[src/rtl/ifstage_pipe.sv]
// ifstage_pipe: decoupled instruction fetch with PC, 1-cycle IMEM interface, FIFO buffer and PC-relative redirect
module ifstage_pipe #(
  parameter int ADDR_W = 32,
  parameter int DATA_W = 32,
  parameter int IMEM_AW = 10,
  parameter logic [ADDR_W-1:0] RESET_PC = '0,
  parameter int BUF_DEPTH = 2
) (
  input  logic              Clk,
  input  logic              Reset,
  input  logic              Fetch_En,
  input  logic              Redirect,
  input  logic [ADDR_W-1:0] Redirect_Base,
  input  logic [ADDR_W-1:0] Redirect_Immed,
  output logic [IMEM_AW-1:0] Imem_Addr,
  output logic              Imem_Rd,
  input  logic [DATA_W-1:0] Imem_Dout,
  output logic [DATA_W-1:0] Instr,
  output logic [ADDR_W-1:0] Instr_PC,
  output logic              Instr_Valid,
  input  logic              Instr_Ready
);
  localparam int PW = BUF_DEPTH > 1 ? $clog2(BUF_DEPTH) : 1;
  localparam int CW = $clog2(BUF_DEPTH + 1);
  logic [ADDR_W-1:0] pc, infl_pc, target;
  logic infl, pop, push;
  logic [DATA_W-1:0] buf_d [BUF_DEPTH];
  logic [ADDR_W-1:0] buf_pc [BUF_DEPTH];
  logic [PW-1:0] rd_ptr, wr_ptr;
  logic [CW-1:0] count;
  logic [CW:0] occ;
  function automatic logic [PW-1:0] nxt(input logic [PW-1:0] p);
    return p == PW'(BUF_DEPTH - 1) ? '0 : p + PW'(1);
  endfunction
  // a redirect voids both the consumer handshake and the returning read
  always_comb begin
    Instr_Valid = count != '0;
    pop = Instr_Valid & Instr_Ready & ~Redirect;
    push = infl & ~Redirect;
    occ = {1'b0, count} + (CW+1)'(infl);
    Imem_Rd = ~Reset & Fetch_En & ~Redirect
            & (occ < (CW+1)'(BUF_DEPTH) + (CW+1)'(Instr_Valid & Instr_Ready));
    Imem_Addr = pc[IMEM_AW+1:2];
    target = (Redirect_Base + ADDR_W'(4) + Redirect_Immed) & ~ADDR_W'(3);
    Instr = Instr_Valid ? buf_d[rd_ptr] : '0;
    Instr_PC = Instr_Valid ? buf_pc[rd_ptr] : '0;
  end
  always_ff @(posedge Clk) begin
    if (Reset) begin
      pc <= RESET_PC;
      infl <= 1'b0;
      infl_pc <= '0;
      rd_ptr <= '0;
      wr_ptr <= '0;
      count <= '0;
    end else if (Redirect) begin
      pc <= target;
      infl <= 1'b0;
      rd_ptr <= '0;
      wr_ptr <= '0;
      count <= '0;
    end else begin
      infl <= Imem_Rd;
      if (Imem_Rd) begin
        pc <= pc + ADDR_W'(4);
        infl_pc <= pc;
      end
      if (push) wr_ptr <= nxt(wr_ptr);
      if (pop) rd_ptr <= nxt(rd_ptr);
      count <= count + CW'(push) - CW'(pop);
    end
  end
  always_ff @(posedge Clk) begin
    if (push) begin
      buf_d[wr_ptr] <= Imem_Dout;
      buf_pc[wr_ptr] <= infl_pc;
    end
  end
endmodule

[config.mk]
export PLATFORM = sky130hd
export DESIGN_NAME = ifstage_pipe
export DESIGN_NICKNAME = d
export VERILOG_FILES = /design/src/rtl/ifstage_pipe.sv
export SDC_FILE = /design/constraint.sdc
export NUM_CORES = 1
export LEC_CHECK = 0
export BUFFER_PORTS_ARGS = -buffer_cell sky130_fd_sc_hd__buf_2
export CAP_MARGIN = 25
export CELL_PAD_IN_SITES_DETAIL_PLACEMENT = 2
export CELL_PAD_IN_SITES_GLOBAL_PLACEMENT = 2
export CORE_MARGIN = 5
export CORE_UTILIZATION = 32
export DETAILED_ROUTE_END_ITERATION = 10
export PLACE_DENSITY = 0.8
export SKIP_CTS_REPAIR_TIMING = 1
export SLEW_MARGIN = 20
export SYNTH_ARGS = -nofsm -noshare
export SYNTH_HDL_FRONTEND = slang
export SYNTH_SLANG_ARGS = --single-unit
[constraint.sdc]
create_clock -name Clk -period 4.4 [get_ports Clk]
set_input_delay 0.88 -clock Clk [delete_from_list [all_inputs] [get_ports Clk]]
set_output_delay 0.88 -clock Clk [all_outputs]
set_load 0.01 [all_outputs]
# Word-level counts from Yosys, hierarchy flattened
# Memories as Yosys holds them, arrays and structs flattened. A register that Yosys moved wholly into a read port is not among the register bits.
# Index checks and enable logic that the tools add are counted.
[word_totals]
memories = 2
ram_bits = 128
rom_bits = 0
reg_bits = 69
in_bits = 101
latchBits = 0
[memory_table]
columns = ["name", "words", "width", "rd", "rd_ports_with_merged_regs", "wr", "line_no", "source"]
rows = [
  ["buf_d", 2, 32, 1, 1, 1, "27", "logic [DATA_W-1:0] buf_d [BUF_DEPTH];"],
  ["buf_pc", 2, 32, 1, 1, 1, "28", "logic [ADDR_W-1:0] buf_pc [BUF_DEPTH];"],
]
[op_classes]
bitwise_logic = 9
mux = 12
shift = 0
add_sub_neg = 9
eq_ne = 0
mul = 0
div_mod_pow = 0
n_reduce_logical = 4
magnitude_cmp = 1
[op_table]
columns = ["operator", "count"]
rows = [
  ["$mux 32", 4],
  ["$add 32x3->32 const B", 2],
  ["$add 32x32->32", 1],
  ["$mux 1", 8],
  ["$and 1x1->1", 7],
  ["$reduce_bool 2->1", 2],
  ["$add 2x1->3", 1],
  ["$add 2x1->3 const A", 1],
  ["$lt 3x3->1", 1],
  ["$add 1x1->1 const B", 2],
  ["$add 2x1->2", 1],
  ["$not 1->1", 2],
  ["$reduce_and 2->1", 1],
  ["$reduce_or 2->1", 1],
  ["$sub 2x1->2", 1],
]

# Longest topological paths before layout
[depth]
depth_word = 7
depth_mapped = 13
ltp_nobuf = 13

# Least setup slack after synthesis
# Ideal clock, no wire load.
[synth_timing]
path_kind = "input-to-reg"
from = "input Redirect"
to = "memory buf_d[0][0], enable pin"
required_time_ns = 3.910
setup_slack_ns = -0.292
n_path_buf = 2
arrival_ns = 4.203
cell_stages = 4
cell_sequence = "clkbuf_1 -> clkbuf_1 -> nor2b_1 -> nor2b_1"
[synth_between]
elab_chain_cells = 4
[synth_rtl]
columns = ["element", "line_no", "source"]
rows = [
  ["from (decl)", "12", "input logic Redirect,"],
  ["$not 1->1 (no line)", "n/a", ""],
  ["$and 1x1->1", "39", "push = infl & ~Redirect;"],
  ["named net push", "26", "logic infl, pop, push;"],
  ["$mux 1", "74", "if (push) begin"],
  ["$mux 1 (implied by the code)", "75", "buf_d[wr_ptr] <= Imem_Dout;"],
  ["to (decl)", "27", ""],
]
# The timed path passes the listed nets, and every way through them passes these cells.

# Worst setup path after layout
[layout_timing]
from = "input Redirect_Base[2]"
to = "register pc[30]"
[layout_between]
elab_chain_cells = 3
[layout_rtl]
columns = ["element", "line_no", "source"]
rows = [
  ["from (decl)", "13", "input logic [ADDR_W-1:0] Redirect_Base,"],
  ["$add 32x3->32", "44", "target = (Redirect_Base + ADDR_W'(4) + Redirect_Immed) & ~ADDR_W'(3);"],
  ["$add 32x32->32", "44", ""],
  ["$mux 32", "56", "end else if (Redirect) begin"],
  ["to (signal assigned)", "57", "pc <= target;"],
  ["to (signal assigned)", "65", "pc <= pc + ADDR_W'(4);"],
  ["to (decl)", "25", "logic [ADDR_W-1:0] pc, infl_pc, target;"],
]
# Every way passes these cells.
# A chain may end at the register's enable or synchronous reset.

==> metrics.md <==
| Metric | Value |
|---|---|
| Root cell of the clock tree | sky130_fd_sc_hd__clkbuf_16 |
| Standard-cell rows | 63 |
| Max Fanout on Critical Path | 4 |
| Sequential cell fraction of total power | 48.9% |
| Number of filler cells placed in the layout | between 3000 and 4000 |
| Number of hold violations in the final report | 0 |
| Layout cell share with drive strength beyond 1 | 22.32% |
| Total negative slack | 0 ps |
| Final net count | 1188 |
| Measured slew at the worst slew-check pin | roughly 660 ps |
| RSZ-0062 raised after global routing | no |
| Largest net degree at the start of global routing | 56 |
| Area after detailed placement | 10730 um2 |
| Wire length of the first global-routing pass | roughly 39000 um |
| Share of flip-flops with an asynchronous set or reset after synthesis | 0% |
| Reg-to-reg critical path startpoint | count[0] |
| GR met3 Demand/Resource | under 10% |
| Data required time of the worst path | approximately 4700 ps |
| Status | complete, no violations |
| Antenna diodes | 0 |
| Final weighted congestion of routability-driven global placement | around 0.79 |
| Syn. warnings | 0 |
| Count of pins on the block boundary | approximately 180 |
| First-pass iteration count of the detailed router | 5 |
| Cell Area, Synth | 9467 um2 |
| Fraction of the cycle the final worst path needs | 77.48% |
| DRT antenna net count | 0 |
| Highest-count cells in the layout ignoring fill and taps | sky130_fd_sc_hd__buf_2, sky130_fd_sc_hd__edfxtp_1, sky130_fd_sc_hd__nor2_1, sky130_fd_sc_hd__nand2_1, sky130_fd_sc_hd__a21oi_1 |
| Type of the tightest min-delay check | reg2reg |
| Number of violations reported at the end of detailed-routing iteration 0 | 234 |
| Max-cap violations | 0 |
| Maximum root-to-sink buffer count | 2 |
| Fin crit period | 3409 ps |
| Most common cell after layout, fill and taps aside | sky130_fd_sc_hd__buf_2 |
| Relative slew margins | a little under three fifths |
| Net switching power of the design | approximately 1000 uW |
| Launching element of the worst setup path | Redirect_Base[2] |
| Share of total power in the clock network | 37.3% |
| Syn avg cell area | 10.89 um2 |
| Startpoint of the tightest hold check path | infl_pc[22] |
| Post-synthesis to final-layout area growth | 19.60% |
| Post-route DRC | 0 |
| Critical path class | in2reg |
| Combinational share of power | approximately 14% |
| Instance count along the most critical hold path | 0 |
| Power density over the cells | 360.1 nW/um2 |
| Top FF cell, synth | sky130_fd_sc_hd__edfxtp_1 |
| Routed Wire Length | 24080 um |
| Post-Syn Instances | 869 |
| Power after layout | between 4000 and 5000 uW |
| All-Layer GR Usage | 14.54% |
| Vert. Die Dim | approximately 180 um |
| Part of the Yosys area used for sequential elements | around 53% |
| Initial core utilization | between 30% and 40% |
| Number of H-tree levels | 4 |
| Crit path capture type | register |
| Die span in x | 182.0 um |
| Total global routing overflow | 0 |
| Post-synthesis cell type count | 61 |
| Via count of the first global-routing pass | between 7000 and 8000 |
| Die Outline Area | between 30000 and 40000 um2 |
| Share of total power consumed by net switching | approximately a quarter |
| Flip-flop and latch count after synthesis | 190 |
| Critical path arrival | between 3000 and 4000 ps |
| Setup violations, final | 0 |
| Area of all placed cells without fillers | between 10000 and 15000 um2 |
| HPWL after detailed placement | approximately 18000 um |
| Number of antenna violations at the first check in global routing | 0 |
| DR WL/cell | about 17 um |
| Pre-CTS WS | ~460 ps |
| Vias post-DR | ~7000 |
| Maximum operating frequency | 0.2933 GHz |
| Worst ir drop on vdd | approximately 0.23 mV |
| Most crowded layer after global routing | met2 |
| Clock Latency Late Sink | around 430 ps |
| Post-synth EDFFs | 124 |
| Cell-internal power | roughly 3000 uW |
| Core Region | 29400 um2 |
| Number of cells on the worst reg-to-reg path | 11 |
| Clock tree from TritonCTS | built |
| GR met1 Demand/Resource | 18.41% |
| Clock transition at the register clock pins on the worst setup and hold paths after CTS | ~70 ps |
| Global routing met2 resource utilization | around a quarter |
| Via density | a little under 5 |
| Static leakage | ~0.0045 uW |
| Number of pins exceeding their max-slew limit in the final report | 0 |
| Cts bufs inserted | 17 |
| Final worst setup slack | between 900 and 1000 ps |
| Port Buffer Count | 174 |
| Number of sinks driven by the clock tree | 190 |
| Setup crit start kind | input port |
| Clock Skews | between 9 and 10 ps |
cells by family after synthesis:
family | count (synthesis) | share of synthesized area, %
xor gates and xnor gates | 50 | 4.626
adders and majority gates | 65 | 8.670
and+or+nand+nor | 265 | 12.16
buffers and inverters | 73 | 3.370
other | 1 | 0.03961
muxes | 65 | 6.886
AOI/OAI and AO/OA | 160 | 10.96
DFF | 190 | 53.29
flip-flops by register name, summed over array words and instances, names as in the netlist, named ones only:
name,count
buf_d,64
buf_pc,60
infl_pc,30
pc,30
count,2
infl,1
rd_ptr,1
wr_ptr,1
power by group through the flow:
stage / clock [uW] / combinational [uW] / sequential (uW)
6_report: 1520 / 562 / 1990
5_1_grt: 1640 / 638 / 2000
4_1_cts: 1570 / 575 / 1990
3_5_place_dp: 0 / 569 / 2030
3_3_place_gp: 0 / 550 / 2030
2_1_floorplan: 0 / 404 / 2020
Yosys cell counts (all sizes together), types with 2 or more instances:
master   count  area share [%]
nand2b       3            0.20
xor2        18             1.7
nor3        11            0.63
a21o        13             1.0
nor2       111             4.4
nor2b        8            0.53
a2111oi      5            0.53
nand4        6            0.40
a211oi      20             1.7
o31ai        3            0.29
ha          64             8.5
and2         4            0.26
and3        10            0.66
o31a         3            0.37
o21a         5            0.40
a31oi        2            0.13
edfxtp     124              39
a311o        2            0.22
nor4         2            0.13
o22ai        4            0.26
o21ai       23             1.3
dfxtp       66              14
mux2i       64             6.8
nand2       82             3.3
clkbuf      35             1.4
buf         15             1.1
or3          2            0.13
xnor2       32             3.0
inv         23            0.91
o21bai       2            0.16
nand3       20             1.1
o211ai       3            0.24
a21oi       66             3.5
cell type report:
| class | count | area (um2) | area share (%) |
|---|---|---|---|
| sequential | 190 | 5049 | 44.59 |
| clock inverter | 14 | 158.9 | 1.403 |
| multi-input combinational | 607 | 4123 | 36.41 |
| timing repair buffer | 183 | 988.4 | 8.730 |
| inverter | 23 | 86.33 | 0.7625 |
| clock buffer | 18 | 429.2 | 3.790 |
| tap | 390 | 488.0 | 4.310 |
per-layer routing:
metal	vias to the layer above	share of wire (%)
met5	-	0
met2	128	51
met3	17	3.0
met4	0	1.0
met1	3393	45
li1	3419	-
stage by stage:
step / instances / hold slack (ps) / util, %
after floorplan: 870 / 425.4 / -
after global placement: 1391 / 433.3 / 36.37
after detailed placement: 1393 / 447.0 / 36.51
after CTS: 1425 / 464.5 / 38.51
after global routing: 1425 / 473.3 / 38.51
final: 1425 / 458.7 / 38.51
path summary, 6_finish.rpt:
kind,to,slack (ps)
min reg2reg,buf_pc[0][22],460
min,buf_pc[0][22],460
max,pc[30],990
max reg2reg,pc[24],1210
critical path, cell delays in order:
cell and delay, ps:
sky130_fd_sc_hd__buf_2 80, sky130_fd_sc_hd__inv_1 30, sky130_fd_sc_hd__ha_1 320, sky130_fd_sc_hd__inv_1 70
sky130_fd_sc_hd__ha_1 270, sky130_fd_sc_hd__nand4_1 130, sky130_fd_sc_hd__a2111oi_2 440, sky130_fd_sc_hd__a211o_1 230
sky130_fd_sc_hd__a311o_2 210, sky130_fd_sc_hd__a211oi_2 90, sky130_fd_sc_hd__o31a_4 390, sky130_fd_sc_hd__o31ai_2 250
sky130_fd_sc_hd__mux2i_1 250, sky130_fd_sc_hd__nor3_2 50
Note: power is estimated with default switching activity, not from simulation.
